$ cat config.mk
export PLATFORM = sky130hd
export DESIGN_NAME = uart_tx_serializer
export DESIGN_NICKNAME = d
export VERILOG_FILES = /design/src/rtl/uart_tx_serializer.sv
export SDC_FILE = /design/constraint.sdc
export NUM_CORES = 1
export LEC_CHECK = 0
export BUFFER_PORTS_ARGS = -buffer_cell sky130_fd_sc_hd__clkbuf_2
export CAP_MARGIN = 15
export CORE_MARGIN = 2
export CORE_UTILIZATION = 55
export DETAILED_ROUTE_END_ITERATION = 12
export PLACE_DENSITY = 0.87
export SLEW_MARGIN = 20
export SYNTH_ARGS = -nofsm -noshare
export SYNTH_HDL_FRONTEND = slang
export SYNTH_SLANG_ARGS = --single-unit
export TNS_END_PERCENT = 5
$ cat constraint.sdc
create_clock -name clk -period 3.9 [get_ports clk]
set_clock_uncertainty 0.2 [all_clocks]
set_input_delay 0.39 -clock clk [delete_from_list [all_inputs] [get_ports clk]]
set_output_delay 0.39 -clock clk [all_outputs]
set_load 0.05 [all_outputs]
$ cat src/rtl/uart_tx_serializer.sv
// uart_tx_serializer: UART transmit engine draining the TX byte FIFO.
// Frame: 1 start bit, DWIDTH data bits LSB first, optional even parity, 1 stop bit.
// Define UART_TX_PARITY_EN to include the PARITY state (8E1); default build is 8N1.
// The FIFO read port has a one-cycle registered latency, which is why the
// FETCH and LOAD states are separate.
module uart_tx_serializer #(
    parameter int CLKS_PER_BIT = 434,
    parameter int DWIDTH       = 8
) (
    input  logic              clk,
    input  logic              reset,
    input  logic              tx_en,
    input  logic              fifo_empty,
    input  logic [DWIDTH-1:0] fifo_rdata,
    output logic              fifo_rd_en,
    output logic              tx,
    output logic              busy,
    output logic              tx_done
);

    localparam int CW = (CLKS_PER_BIT > 1) ? $clog2(CLKS_PER_BIT) : 1;
    localparam int IW = (DWIDTH > 1) ? $clog2(DWIDTH) : 1;
    localparam logic [CW-1:0] BAUD_LAST = CW'(CLKS_PER_BIT - 1);
    localparam logic [IW-1:0] BIT_LAST  = IW'(DWIDTH - 1);

    typedef enum logic [2:0] {
        IDLE,
        FETCH,
        LOAD,
        START,
        DATA,
`ifdef UART_TX_PARITY_EN
        PARITY,
`endif
        STOP
    } state_t;

    state_t            state;
    logic [CW-1:0]     baud_cnt;
    logic [IW-1:0]     bit_idx;
    logic [DWIDTH-1:0] shift;
    logic              baud_wrap;
`ifdef UART_TX_PARITY_EN
    logic              parity;
`endif

    // Bit boundary: the last cycle of the current bit period.
    always_comb begin
        baud_wrap = (baud_cnt == BAUD_LAST);
    end

    // FIFO read strobe is a pure decode of the FETCH state.
    always_comb begin
        fifo_rd_en = (state == FETCH);
    end

    // Frame sequencer; tx, busy and tx_done are registered alongside the state.
    // tx is loaded with the next bit's level on the wrap cycle, so each level
    // change lands exactly on a bit boundary.
    always_ff @(posedge clk or negedge reset) begin
        if (!reset) begin
            state    <= IDLE;
            baud_cnt <= '0;
            bit_idx  <= '0;
            shift    <= '0;
            tx       <= 1'b1;
            busy     <= 1'b0;
            tx_done  <= 1'b0;
`ifdef UART_TX_PARITY_EN
            parity   <= 1'b0;
`endif
        end else begin
            tx_done <= 1'b0;
            case (state)
                IDLE: begin
                    baud_cnt <= '0;
                    tx       <= 1'b1;
                    if (tx_en && !fifo_empty) begin
                        state <= FETCH;
                        busy  <= 1'b1;
                    end
                end

                FETCH: begin
                    state <= LOAD;
                end

                LOAD: begin
                    shift    <= fifo_rdata;
                    bit_idx  <= '0;
                    baud_cnt <= '0;
                    tx       <= 1'b0;
                    state    <= START;
`ifdef UART_TX_PARITY_EN
                    parity   <= 1'b0;
`endif
                end

                START: begin
                    if (baud_wrap) begin
                        baud_cnt <= '0;
                        tx       <= shift[0];
                        state    <= DATA;
                    end else begin
                        baud_cnt <= baud_cnt + CW'(1);
                    end
                end

                DATA: begin
                    if (baud_wrap) begin
                        baud_cnt <= '0;
                        shift    <= shift >> 1;
`ifdef UART_TX_PARITY_EN
                        parity   <= parity ^ shift[0];
`endif
                        if (bit_idx == BIT_LAST) begin
                            bit_idx <= '0;
`ifdef UART_TX_PARITY_EN
                            tx      <= parity ^ shift[0];
                            state   <= PARITY;
`else
                            tx      <= 1'b1;
                            state   <= STOP;
`endif
                        end else begin
                            bit_idx <= bit_idx + IW'(1);
                            tx      <= shift[1];
                        end
                    end else begin
                        baud_cnt <= baud_cnt + CW'(1);
                    end
                end

`ifdef UART_TX_PARITY_EN
                PARITY: begin
                    if (baud_wrap) begin
                        baud_cnt <= '0;
                        tx       <= 1'b1;
                        state    <= STOP;
                    end else begin
                        baud_cnt <= baud_cnt + CW'(1);
                    end
                end
`endif

                STOP: begin
                    if (baud_wrap) begin
                        baud_cnt <= '0;
                        state    <= IDLE;
                        busy     <= 1'b0;
                        tx_done  <= 1'b1;
                    end else begin
                        baud_cnt <= baud_cnt + CW'(1);
                    end
                end

                default: begin
                    state    <= IDLE;
                    baud_cnt <= '0;
                    tx       <= 1'b1;
                    busy     <= 1'b0;
                end
            endcase
        end
    end

endmodule

==> results by group <==
Drt
  • DRC: 0
  • TritonRoute pass-1 iters: 4
  • 1st-iter DRT viols: 25
  • DRT Wirelength: ~2.8 mm
  • Total number of vias: 1100
  • Detailed-route vias per instance: about 6
  • WL per Instance: approximately 16 um
  • Post-DRT Antenna Nets: 0

Setup path
  • Register-to-Register Path Depth: 6
  • CP max stage delay: around 0.66 ns
  • Worst path buffer plus inverter count: 1
  • Worst-path cell chain: nor3b_2, clkbuf_2
  • Setup crit end kind: output pin
  • Reg-to-reg critical path startpoint: baud_cnt[1]
  • Critical path class: flip-flop to output pin
  • Max FO, Critical Path: 15
  • Reg2reg setup slack: around 1.8 ns
  • Startpoint class of the critical path: flip-flop
  • Required @ worst endpoint: approximately 3.3 ns
  • Crit Reg-Reg Endpoint: baud_cnt[3]
  • Cell family with most CP delay: flip-flops
  • CP max-delay cell: dfrtp_1
  • Arrival @ worst endpoint: 1.86 ns

Power and ir drop
  • Switching power: approximately 95 uW
  • Clock power frac: 0.386
  • Pwr Density: just over 300 mW/mm^2
  • Tot Pwr: approximately 480 uW
  • Worst vdd ir: a little under 0.3 mV
  • Leakage: 0.731 nW
  • Switching share of power: 0.196
  • Internal: between 300 and 400 uW
  • Flop pwr share: 0.574
  • Comb power frac: 0.040

Timing
  • Crit share post-route: 0.627
  • Hold WS: about 0.13 ns
  • Final Hold Vio Count: 0
  • Final WS setup: approximately 1.5 ns
  • Max-slew violations: 0
  • Unrepaired setup endpoints after global routing: false
  • Slew @ Worst Pin: roughly 0.64 ns
  • Max Freq: roughly 0.41 GHz
  • Final Critical Period: roughly 2.4 ns
  • Setup violators final: 0
  • Setup TNS: 0 ns
  • Slew Limit Headroom: 0.572

Global route
  • Initial antenna violation count: 0
  • First-pass GRT wire length: 4.71 mm
  • Grt ovf: 0
  • Total track usage: 0.222
  • Number of global-route vias before repair: 1078
  • Largest net degree at the start of global routing: 27

Synthesis
  • Syn Std Cell Area: about 0.0014 mm^2
  • #FFs+latches synth: 26
  • Number of flops mapped to enable cells by yosys: 0
  • Sequential area share after synthesis: 0.454
  • Synth cell types: a little over 40
  • Ys Warns: 0
  • Async set-reset flop share out of synthesis: 1.00
  • Ys flop type: dfrtp_1
  • Synthesized instance count: about 140
  • Synthesized area per cell: approximately 10 um^2
  • Synth Net Count: ~160

CTS
  • Post-CTS Resized: 0
  • TritonCTS Buffers: 3
  • Sink Count: 26
  • CTS tree: done
  • Worst skew pair latency: approximately 0.33 ns
  • Root Buffer: clkbuf_4
  • # hold bufs at CTS: 1
  • H-tree levels: 1
  • Setup bufs post-CTS: 0
  • Maximum root-to-sink buffer count: 2
  • CTS clock-pin slew for the worst setup and hold paths: 0.15 ns

Floorplanning
  • Die area: 0.00304 mm^2
  • Initial cell density of the core: 0.580
  • # rows: 18
  • Die Width: approximately 55 um
  • IO Pins: 16
  • Core area: 0.00248 mm^2
  • Die height: about 55 um

Placement
  • RD Place Congestion: between 0.9 and 1
  • Port Buffer Count: 15
  • DP Worst Slack: between 1.5 and 2 ns
  • Half-perimeter wire length after placement: between 2 and 2.5 mm

Final layout
  • Commonest non-fill, non-tap cells in the layout: dfrtp_1 (25), clkbuf_2 (15), nor2_1 (10), a21oi_1 (10), o21ai_0 (9)
  • Share of post-route cells with drive strength above 1: 0.172
  • Final net count: between 150 and 200
  • # fillers: 205
  • Layout area overhead: 8.71%
  • Fin util: 0.630
  • Commonest non-fill, non-tap cell in the layout: dfrtp_1
  • Antenna cells: 0

Worst hold path
  • Worst hold stages: 3
  • Worst Hold Class: input pin to flip-flop
  • Worst Hold End: shift[4]
  • Worst hold start: fifo_rdata[4]

Run
  • Max cap viols: 0

Status
  • Status: finished, final reports clean
[state kept, by name, summed over array words and instances (netlist names)]
register,flops
tx,1
baud_cnt,9
bit_idx,3
state,3
shift,8
busy,1
tx_done,1
[Yosys cell counts, drive strengths merged (2+ instances only)]
cell type,count,area share
a21boi,2,0.010
xnor2,6,0.037
nand3,4,0.014
a2bb2oi,6,0.037
nand2,5,0.013
clkbuf,4,0.010
nor3b,3,0.019
ha,4,0.035
nor2b,2,0.0087
inv,5,0.013
buf,4,0.024
a21oi,11,0.046
nor2,10,0.026
a31oi,2,0.0087
nor3,4,0.014
dfrtp,25,0.44
a32oi,3,0.018
o22ai,8,0.035
nand4,3,0.024
o21ai,9,0.031
mux2i,2,0.014
o32ai,3,0.018
[tightest hold or removal path, stage by stage]
cell       delay (ns)
clkbuf_2         0.08
o22ai_1          0.09
a2bb2oi_1        0.08
[metal layers]
metal,share of wire,up-vias,track usage
met5,0,-,0
met4,0.018,0,0.102
met3,0.050,4,0.0323
met2,0.46,35,0.385
met1,0.47,512,0.272
li1,-,549,-
[final cells by class]
class                      instances  area (um^2)  area share
tap                               30         37.5      0.0240
sequential                        26          652       0.417
timing repair buffer              16         85.1      0.0545
clock buffer                       3         22.5      0.0144
clock inverter                     1         30.0      0.0192
multi-input combinational        100          716       0.458
inverter                           5         18.8      0.0120
[stage by stage]
step,area (um^2),instances
after detailed placement,1500,176
final,1560,181
after floorplan,1440,139
after CTS,1560,181
after global routing,1560,181
after global placement,1500,176
[kinds of logic after synthesis]
| group | count (synthesis) | synth area share |
|---|---|---|
| buffers and inverters | 13 | 0.0479 |
| muxes | 3 | 0.0218 |
| adders and majority gates | 4 | 0.0348 |
| AOI/OAI and AO/OA | 51 | 0.254 |
| xor gates and xnor gates | 7 | 0.0427 |
| and+or+nand+nor | 35 | 0.145 |
| DFF | 26 | 0.454 |
[power groups by stage]
stage / logic, mW / clock network (mW) / registers, mW
after global placement: 0.0179 / 0 / 0.281
after CTS: 0.0197 / 0.189 / 0.277
final: 0.0192 / 0.186 / 0.277
after detailed placement: 0.0190 / 0 / 0.282
after floorplan: 0.00697 / 0 / 0.281
after global routing: 0.0220 / 0.197 / 0.277
[how the worst max path moves through the flow]
| stage | startpoint | end | slack, ns | cells after the start |
|---|---|---|---|---|
| floorplan | state[1] | baud_cnt[5] | 1.86 | 4 |
| global placement | state[0] | fifo_rd_en | 1.85 | 2 |
| detailed placement | baud_cnt[1] | baud_cnt[3] | 1.78 | 6 |
| CTS | state[0] | fifo_rd_en | 1.46 | 2 |
| global route | state[0] | fifo_rd_en | 1.36 | 2 |
| finish | state[0] | fifo_rd_en | 1.45 | 2 |
Note: power is estimated with default switching activity, not from simulation.
